## src/rtl/periph_dispatch.sv

```systemverilog
// Host-to-peripheral router: decodes the 3-bit address in each USB packet header and forwards
// the packet to that peripheral's TX FIFO through a 2-entry buffer, counting dropped packets.
module periph_dispatch #(
    parameter int unsigned NUM_PERIPHERALS = 8,
    parameter int unsigned PACKET_WIDTH    = 32,
    parameter int unsigned ADDR_MSB        = 31,
    parameter int unsigned CNT_WIDTH       = 16
) (
    input  logic                       clk,
    input  logic                       rst,
    input  logic [PACKET_WIDTH-1:0]    in_data,
    input  logic [3:0]                 in_be,
    output logic                       in_ready,
    input  logic [NUM_PERIPHERALS-1:0] periph_en,
    input  logic [NUM_PERIPHERALS-1:0] tx_full,
    output logic [PACKET_WIDTH-1:0]    tx_data,
    output logic [NUM_PERIPHERALS-1:0] tx_valid,
    output logic [CNT_WIDTH-1:0]       drop_addr_cnt,
    output logic [CNT_WIDTH-1:0]       drop_partial_cnt,
    output logic                       blocked
);

    typedef enum logic [1:0] {StEmpty, StReady, StWait} state_e;

    logic [PACKET_WIDTH-1:0]    buf_q [2];
    logic                       head_q, head_d;
    logic                       tail_q, tail_d;
    logic [1:0]                 count_q, count_d;
    logic [PACKET_WIDTH-1:0]    tx_data_q, tx_data_d;
    logic [NUM_PERIPHERALS-1:0] tx_valid_q, tx_valid_d;
    logic [CNT_WIDTH-1:0]       drop_addr_q, drop_partial_q;
    logic                       blocked_q, blocked_d;

    state_e     state;
    logic [7:0] en_ext, full_ext;
    logic [2:0] in_addr, head_addr;
    logic       offer, accept, partial, addr_bad;
    logic       push, pop, partial_inc, addr_inc;

    // Widen per-port masks to the full 3-bit address space; missing ports read as 0.
    assign en_ext    = 8'(periph_en);
    assign full_ext  = 8'(tx_full);
    assign in_addr   = in_data[ADDR_MSB -: 3];
    assign head_addr = buf_q[head_q][ADDR_MSB -: 3];

    // Ready depends only on the registered count, never on tx_full.
    assign in_ready = !rst && (count_q != 2'd2);

    assign offer    = (in_be != 4'h0);
    assign accept   = offer && in_ready;
    assign partial  = (in_be != 4'hF);
    assign addr_bad = (32'(in_addr) >= NUM_PERIPHERALS) || !en_ext[in_addr];

    assign push        = accept && !partial && !addr_bad;
    assign partial_inc = accept && partial && (drop_partial_q != '1);
    assign addr_inc    = accept && !partial && addr_bad && (drop_addr_q != '1);

    // Dispatch state is a pure decode of buffer occupancy and the head target's full flag.
    always_comb begin
        if (count_q == 2'd0) begin
            state = StEmpty;
        end else if (full_ext[head_addr]) begin
            state = StWait;
        end else begin
            state = StReady;
        end
    end

    assign pop = (state == StReady);

    // Next-state: buffer pointers and occupancy.
    always_comb begin
        head_d  = head_q;
        tail_d  = tail_q;
        count_d = count_q;
        if (push) begin
            tail_d = ~tail_q;
        end
        if (pop) begin
            head_d = ~head_q;
        end
        case ({push, pop})
            2'b10:   count_d = count_q + 2'd1;
            2'b01:   count_d = count_q - 2'd1;
            default: count_d = count_q;
        endcase
    end

    // Outputs: registered write strobe, shared data and blocked flag.
    always_comb begin
        tx_data_d  = tx_data_q;
        tx_valid_d = '0;
        blocked_d  = (state == StWait);
        if (pop) begin
            tx_data_d = buf_q[head_q];
        end
        for (int unsigned i = 0; i < NUM_PERIPHERALS; i++) begin
            if (pop && (head_addr == 3'(i))) begin
                tx_valid_d[i] = 1'b1;
            end
        end
    end

    always_ff @(posedge clk or posedge rst) begin
        if (rst) begin
            head_q     <= 1'b0;
            tail_q     <= 1'b0;
            count_q    <= 2'd0;
            tx_data_q  <= '0;
            tx_valid_q <= '0;
            blocked_q  <= 1'b0;
        end else begin
            head_q     <= head_d;
            tail_q     <= tail_d;
            count_q    <= count_d;
            tx_data_q  <= tx_data_d;
            tx_valid_q <= tx_valid_d;
            blocked_q  <= blocked_d;
        end
    end

    always_ff @(posedge clk or posedge rst) begin
        if (rst) begin
            buf_q[0] <= '0;
            buf_q[1] <= '0;
        end else if (push) begin
            buf_q[tail_q] <= in_data;
        end
    end

    // Counters only update on a drop so they saturate and otherwise hold.
    always_ff @(posedge clk or posedge rst) begin
        if (rst) begin
            drop_partial_q <= '0;
            drop_addr_q    <= '0;
        end else begin
            if (partial_inc) begin
                drop_partial_q <= drop_partial_q + CNT_WIDTH'(1);
            end
            if (addr_inc) begin
                drop_addr_q <= drop_addr_q + CNT_WIDTH'(1);
            end
        end
    end

    assign tx_data          = tx_data_q;
    assign tx_valid         = tx_valid_q;
    assign drop_addr_cnt    = drop_addr_q;
    assign drop_partial_cnt = drop_partial_q;
    assign blocked          = blocked_q;

endmodule

```

## config.mk

```make
export PLATFORM = sky130hd
export DESIGN_NAME = periph_dispatch
export DESIGN_NICKNAME = d
export VERILOG_FILES = /design/src/rtl/periph_dispatch.sv
export SDC_FILE = /design/constraint.sdc
export NUM_CORES = 1
export LEC_CHECK = 0
export CAP_MARGIN = 20
export CORE_MARGIN = 2
export CORE_UTILIZATION = 47
export DETAILED_ROUTE_END_ITERATION = 10
export MAX_ROUTING_LAYER = met4
export PLACE_DENSITY = 0.77
export SETUP_SLACK_MARGIN = 0.4
export SLEW_MARGIN = 10
export SYNTH_ARGS = -nofsm -noshare
export SYNTH_HDL_FRONTEND = slang
export SYNTH_SLANG_ARGS = --single-unit
```

## constraint.sdc

```tcl
create_clock -name clk -period 5.1 [get_ports clk]
set_input_delay 1.02 -clock clk [delete_from_list [all_inputs] [get_ports clk]]
set_output_delay 1.02 -clock clk [all_outputs]
set_load 0.005 [all_outputs]
```

=== Word-level counts from Yosys, hierarchy flattened ===
Index checks and enable logic that the tools add are counted.
W data, S select, Z words.

* Bits in writable memories: 0
* Bits in latches: 0
* Input bits: 54
* Memory bits (read-only): 0
* Register bits: 141
* Word-level logic and storage cells: 83
* Memories kept: 0

* Add/sub/neg operators: 4
* Bitwise gates (word level): 4
* Equality and inequality tests: 15
* $lt $le $gt $ge: 5
* Multiply operators: 0
* Multiplexer cells: 21
* Reductions and logical operators: 24
* Div/mod/pow operators: 0
* Shifts and indexed selects: 0

{| class="wikitable"
|+ Operator list
! operator !! count
|-
| $mux W32 || 4
|-
| $bwmux W64 || 1
|-
| $add A16 B1 Y16 const B || 2
|-
| $demux W32 S1 || 1
|-
| $ne A16 B16 Y1 const B || 2
|-
| $logic_and A1 B1 Y1 || 17
|-
| $eq A3 B3 Y1 const B || 4
|-
| $mux W1 || 10
|-
| $lt A3 B4 Y1 const B || 2
|-
| $bmux W1 S3 || 2
|-
| $eq A3 B2 Y1 const B || 2
|-
| $eq A2 B1 Y1 const B || 2
|-
| $eq A2 B2 Y1 const B || 2
|-
| $ge A2 B2 Y1 const B || 2
|-
| $mux W2 || 2
|-
| $ne A4 B4 Y1 const B || 1
|-
| $not A1 Y2 || 2
|-
| $pmux W2 S2 || 1
|-
| $reduce_bool A4 Y1 || 1
|-
| $eq A3 B1 Y1 const B || 1
|-
| $logic_not A1 Y1 || 3
|-
| $logic_not A3 Y1 || 1
|-
| $add A2 B1 Y2 const B || 1
|-
| $logic_not A2 Y1 || 1
|-
| 5 further kinds || 6
|}

=== Logic depth before layout (Yosys ltp) ===
* Depth after elaboration: 11
* Gate-level depth with buffers: 11
* Gate-level depth less buffers: 8

=== Least setup slack after synthesis ===
OpenSTA, ideal clock, no wires.

* Path kind: input -> register
* Start point: in tx_full[5]
* End point: reg count_q[1]
* Library setup time: 0.079 ns
* Slack: 2.330 ns
* Arrival time: 2.691 ns
* Path buffers: 2
* Cell stages on the path: 9
* Required time: 5.021 ns
* Path through: mux2i_1 > o32ai_1 > or4_4 > buf_6 > o21ai_4 > buf_12 > ha_1 > nor2_1 > xor2_1

* Cells in the longest elaborated chain, start to end: 7

{| class="wikitable"
|+ RTL lines
! what !! line !! text
|-
| from (decl) || 15 || <nowiki>input logic [NUM_PERIPHERALS-1:0] tx_full,</nowiki>
|-
| $bmux W1 S3 (*) || 62 || <nowiki>end else if (full_ext[head_addr]) begin</nowiki>
|-
| $mux W1 (implied by the code) (*) || 62 ||
|-
| $mux W2 (*) || 62 ||
|-
| $mux W2 (*) || 60 || <nowiki>if (count_q == 2'd0) begin</nowiki>
|-
| $eq A2 B1 Y1 (*) || 69 || <nowiki>assign pop = (state == StReady);</nowiki>
|-
| $eq A2 B1 Y1 / $eq A2 B2 Y1 (equally long branches) || 82 || <nowiki>case ({push, pop})</nowiki>
|-
| $pmux W2 S2 / $reduce_bool A2 Y1 (equally long branches) || n/a ||
|-
| to (signal assigned) || 115 || <nowiki>count_q <= count_d;</nowiki>
|-
| to (decl) || 28 || <nowiki>logic [1:0] count_q, count_d;</nowiki>
|}

Every way passes the cells marked *; elsewhere a longest branch is shown, timed or not. The select of a mux whose other input is x is not followed.
A chain may end at the register's enable or synchronous reset.

=== Worst setup path after layout ===
* Start point: reg head_q
* End point: reg tx_data_q[2] (netlist: tx_data[2])

* Cells in the longest elaborated chain, start to end: 9

{| class="wikitable"
|+ RTL lines
! what !! line !! text
|-
| from (decl) || 26 || <nowiki>logic head_q, head_d;</nowiki>
|-
| from (signal assigned) || 106 || <nowiki>head_q <= 1'b0;</nowiki>
|-
| from (signal assigned) || 113 || <nowiki>head_q <= head_d;</nowiki>
|-
| $not A1 Y2 (implied by the code) (*) || 44, 95 ||
|-
| $mux W32 (implied by the code) (*) (3 in series) || 44, 95 ||
|-
| $bmux W1 S3 || 62 ||
|-
| $mux W1 (implied by the code) || 62 ||
|-
| $mux W2 || 62 ||
|-
| $mux W2 || 60 ||
|-
| $eq A2 B1 Y1 || 69 ||
|-
| to (signal assigned) || 116 || <nowiki>tx_data_q <= tx_data_d;</nowiki>
|-
| to (decl) || 29 || <nowiki>logic [PACKET_WIDTH-1:0] tx_data_q, tx_data_d;</nowiki>
|}

Marked as above.

==> qor.csv <==
metric;value;unit
status;finished, final reports clean;
Post-Synthesis Net Count;533;
startpoint class of the critical path;flip-flop;
Final Net Count;665;
most common cell after layout, fill and taps aside;dfrtp_1;
fmax;0.293;GHz
CTS sink count;141;
met3 track demand over resource;5.48;%
multi-input logic area;2770;um2
share of cells above drive strength 1;28.3;%
switching pwr;0.00123;W
Final Util;63.4;%
initial antenna violation count;0;
clk_skew;0.00925;ns
drt drc;0;
Seq cells post-synth;141;
Placeable Area;13400;um2
max_slew headroom;27.5;%
Reg clk slew, reported paths;0.06;ns
met1 Use GR;25.2;%
met2 usage;29.2;%
Max Slew Vio Count;0;
Overflow after GRT;0;
GRT busiest layer;met2;
CTS resizes;0;
P per Cell Area;497;nW/um2
EDFF count, synth;0;
I/O Pins;128;
Vias/cell;5.22;
delay-heaviest family, CP;multiplexers;
Vert. Die Dim;122;um
Setup-failing EPs final;0;
Hold Crit Class;flip-flop to flip-flop;
drt pass-1 iters;4;
H-tree levels;4;
CP Data Arrival Time;3.70;ns
maximum VDD drop;0.000368;V
Final ANT Viol Nets;0;
part of the power in combinational logic;31.3;%
placed cells;764;
latest clock arrival within the worst-skew pair;0.42;ns
synth-to-layout area growth;30.5;%
Placer Congestion;0.828;
Most used DFF post-synth;dfrtp_1;
part of the power in registers;39.8;%
root buffer cell;clkbuf_16;
CP bufs+invs;1;
Crit Path Category;flip-flop to flip-flop;
Initial Utilization;48.5;%
average wire per standard cell;16.6;um
pin count of the biggest net entering global routing;87;
Switching Fraction;29.1;%
Fill cells;1038;
CTS Buf Count;17;
Most Frequent Cell on Critical Path;mux2i_1;
PortBufs;127;
CTS tree;done;
most frequent cells in the layout;dfrtp_1, clkdlybuf4s50_1, mux2_2;
DRT iter0 DRCs;197;
# diodes;0;
die area;14800;um2
TNS Setup;0;ns
final instance count without filler cells;797;
Lkg Pwr;3.91;nW
Post-CTS Setup Inserts;0;
cells along the critical path;mux2i_1 -> mux2i_1 -> o211ai_2 -> o21ai_4 -> buf_4 -> mux2_4;
Final Hold Viols;0;
synth unique cells;50;
min Tclk post-route;3.41;ns
Post-Syn Area per Cell;13.7;um2
Clock power frac;28.9;%
Setup WS pre-CTS;1.37;ns
Synth Instances;476;
clk buf depth;2;
Pint;0.00299;W
Reg area;3530;um2
routed wire length;13200;um
Vias;4161;
Global Route Usage Sum;19.4;%
sequential area share after synthesis;54.2;%
slowest CP cell;dfrtp_2;
Synth Cell Area;6500;um2
vias in the first global route;4360;
max_cap viols;0;
CP Capture Type;flip-flop;
Req. time, crit path;5.39;ns
CTS Hold Buffers Added;0;
period utilization;66.9;%
synth warn;0;
first-pass GRT wire length;21700;um
crit path max fanout;42;
final setup margin;1.69;ns
Die W;122;um
ys async rst share;100;%
Slowest Stage Delay on Critical Path;0.99;ns
DP HPWL;8820;um
worst slew pin tran;1.08;ns
RSZ-0062 raised after global routing;no;
final hold slack;0.480;ns
FP Rows;42;
flip-flops by register name, summed over array words and instances (netlist names):
signal	cells
count_q	2
blocked	1
drop_addr_cnt	16
buf_q	64
tail_q	1
tx_valid	8
tx_data	32
drop_partial_cnt	16
head_q	1
final cells by class:
cell class	count	share of cell area, %
Multi-Input combinational cell	306	32.6
Sequential cell	141	41.6
Inverter	9	0.442
Clock buffer	19	5.34
Tap cell	176	2.59
Clock inverter	13	1.67
Timing Repair Buffer	133	15.7
cells in the mapped netlist (3+ instances only):
cell type | count | area share [%]
buf_6 | 4 | 0.69
inv_1 | 9 | 0.52
xnor2_1 | 9 | 1.2
nor2_1 | 24 | 1.4
and2_1 | 5 | 0.48
nand4_1 | 6 | 0.58
and3_1 | 3 | 0.29
nor3_1 | 12 | 0.92
dfrtp_1 | 141 | 54
mux2_1 | 6 | 1.0
ha_1 | 3 | 0.58
nand3_1 | 12 | 0.92
nand2_1 | 21 | 1.2
mux2_2 | 95 | 16
mux2_4 | 26 | 6.0
nor2b_1 | 4 | 0.38
buf_12 | 3 | 0.92
buf_2 | 7 | 0.54
xor2_1 | 24 | 3.2
mux2i_1 | 10 | 1.5
nor4_1 | 8 | 0.77
o21ai_0 | 3 | 0.23
power groups by stage:
stage	Clock [W]	Combinational (W)	Sequential (W)
6_report	0.00122	0.00132	0.00168
5_1_grt	0.00130	0.00144	0.00172
4_1_cts	0.00124	0.00134	0.00168
3_5_place_dp	0	0.00133	0.00170
3_3_place_gp	0	0.00128	0.00168
2_1_floorplan	0	0.00105	0.00159
routing by layer:
metal / share of wire (%) / routed length (um)
met5: 0 / 0
met4: 1.7 / 227
met3: 5.7 / 756
met2: 47 / 6230
met1: 46 / 6030
stage by stage:
| stage | area (um2) | total power [W] |
|---|---|---|
| after detailed placement | 7870 | 0.00303 |
| after CTS | 8460 | 0.00427 |
| after global placement | 7870 | 0.00296 |
| after floorplan | 6510 | 0.00264 |
| final | 8490 | 0.00422 |
| after global routing | 8490 | 0.00446 |
cells by family (layout without fill, tap and decap cells):
group	after synthesis	count (layout)	synth area share (%)
flip-flops	141	141	54.2
multiplexers	138	138	25.4
AND/OR/NAND/NOR	114	114	9.73
XOR/XNOR	33	33	4.44
buffers and inverters	29	174	3.33
AO/OA/AOI/OAI	18	18	2.31
adder cells (fa/ha/maj)	3	3	0.577
worst paths after layout:
kind	depth (start not counted)	slack, ns	end	start
hold reg to reg	1	0.48	buf_q[51]	buf_q[51]
min in group asynchronous	3	1.22	tail_q	rst
setup reg to reg	6	1.69	tx_data[2]	head_q
max in group asynchronous	4	3.27	buf_q[6]	rst
setup / recovery	6	1.69	tx_data[2]	head_q
hold / removal	1	0.48	buf_q[51]	buf_q[51]
(Power assumes the default switching activity.)
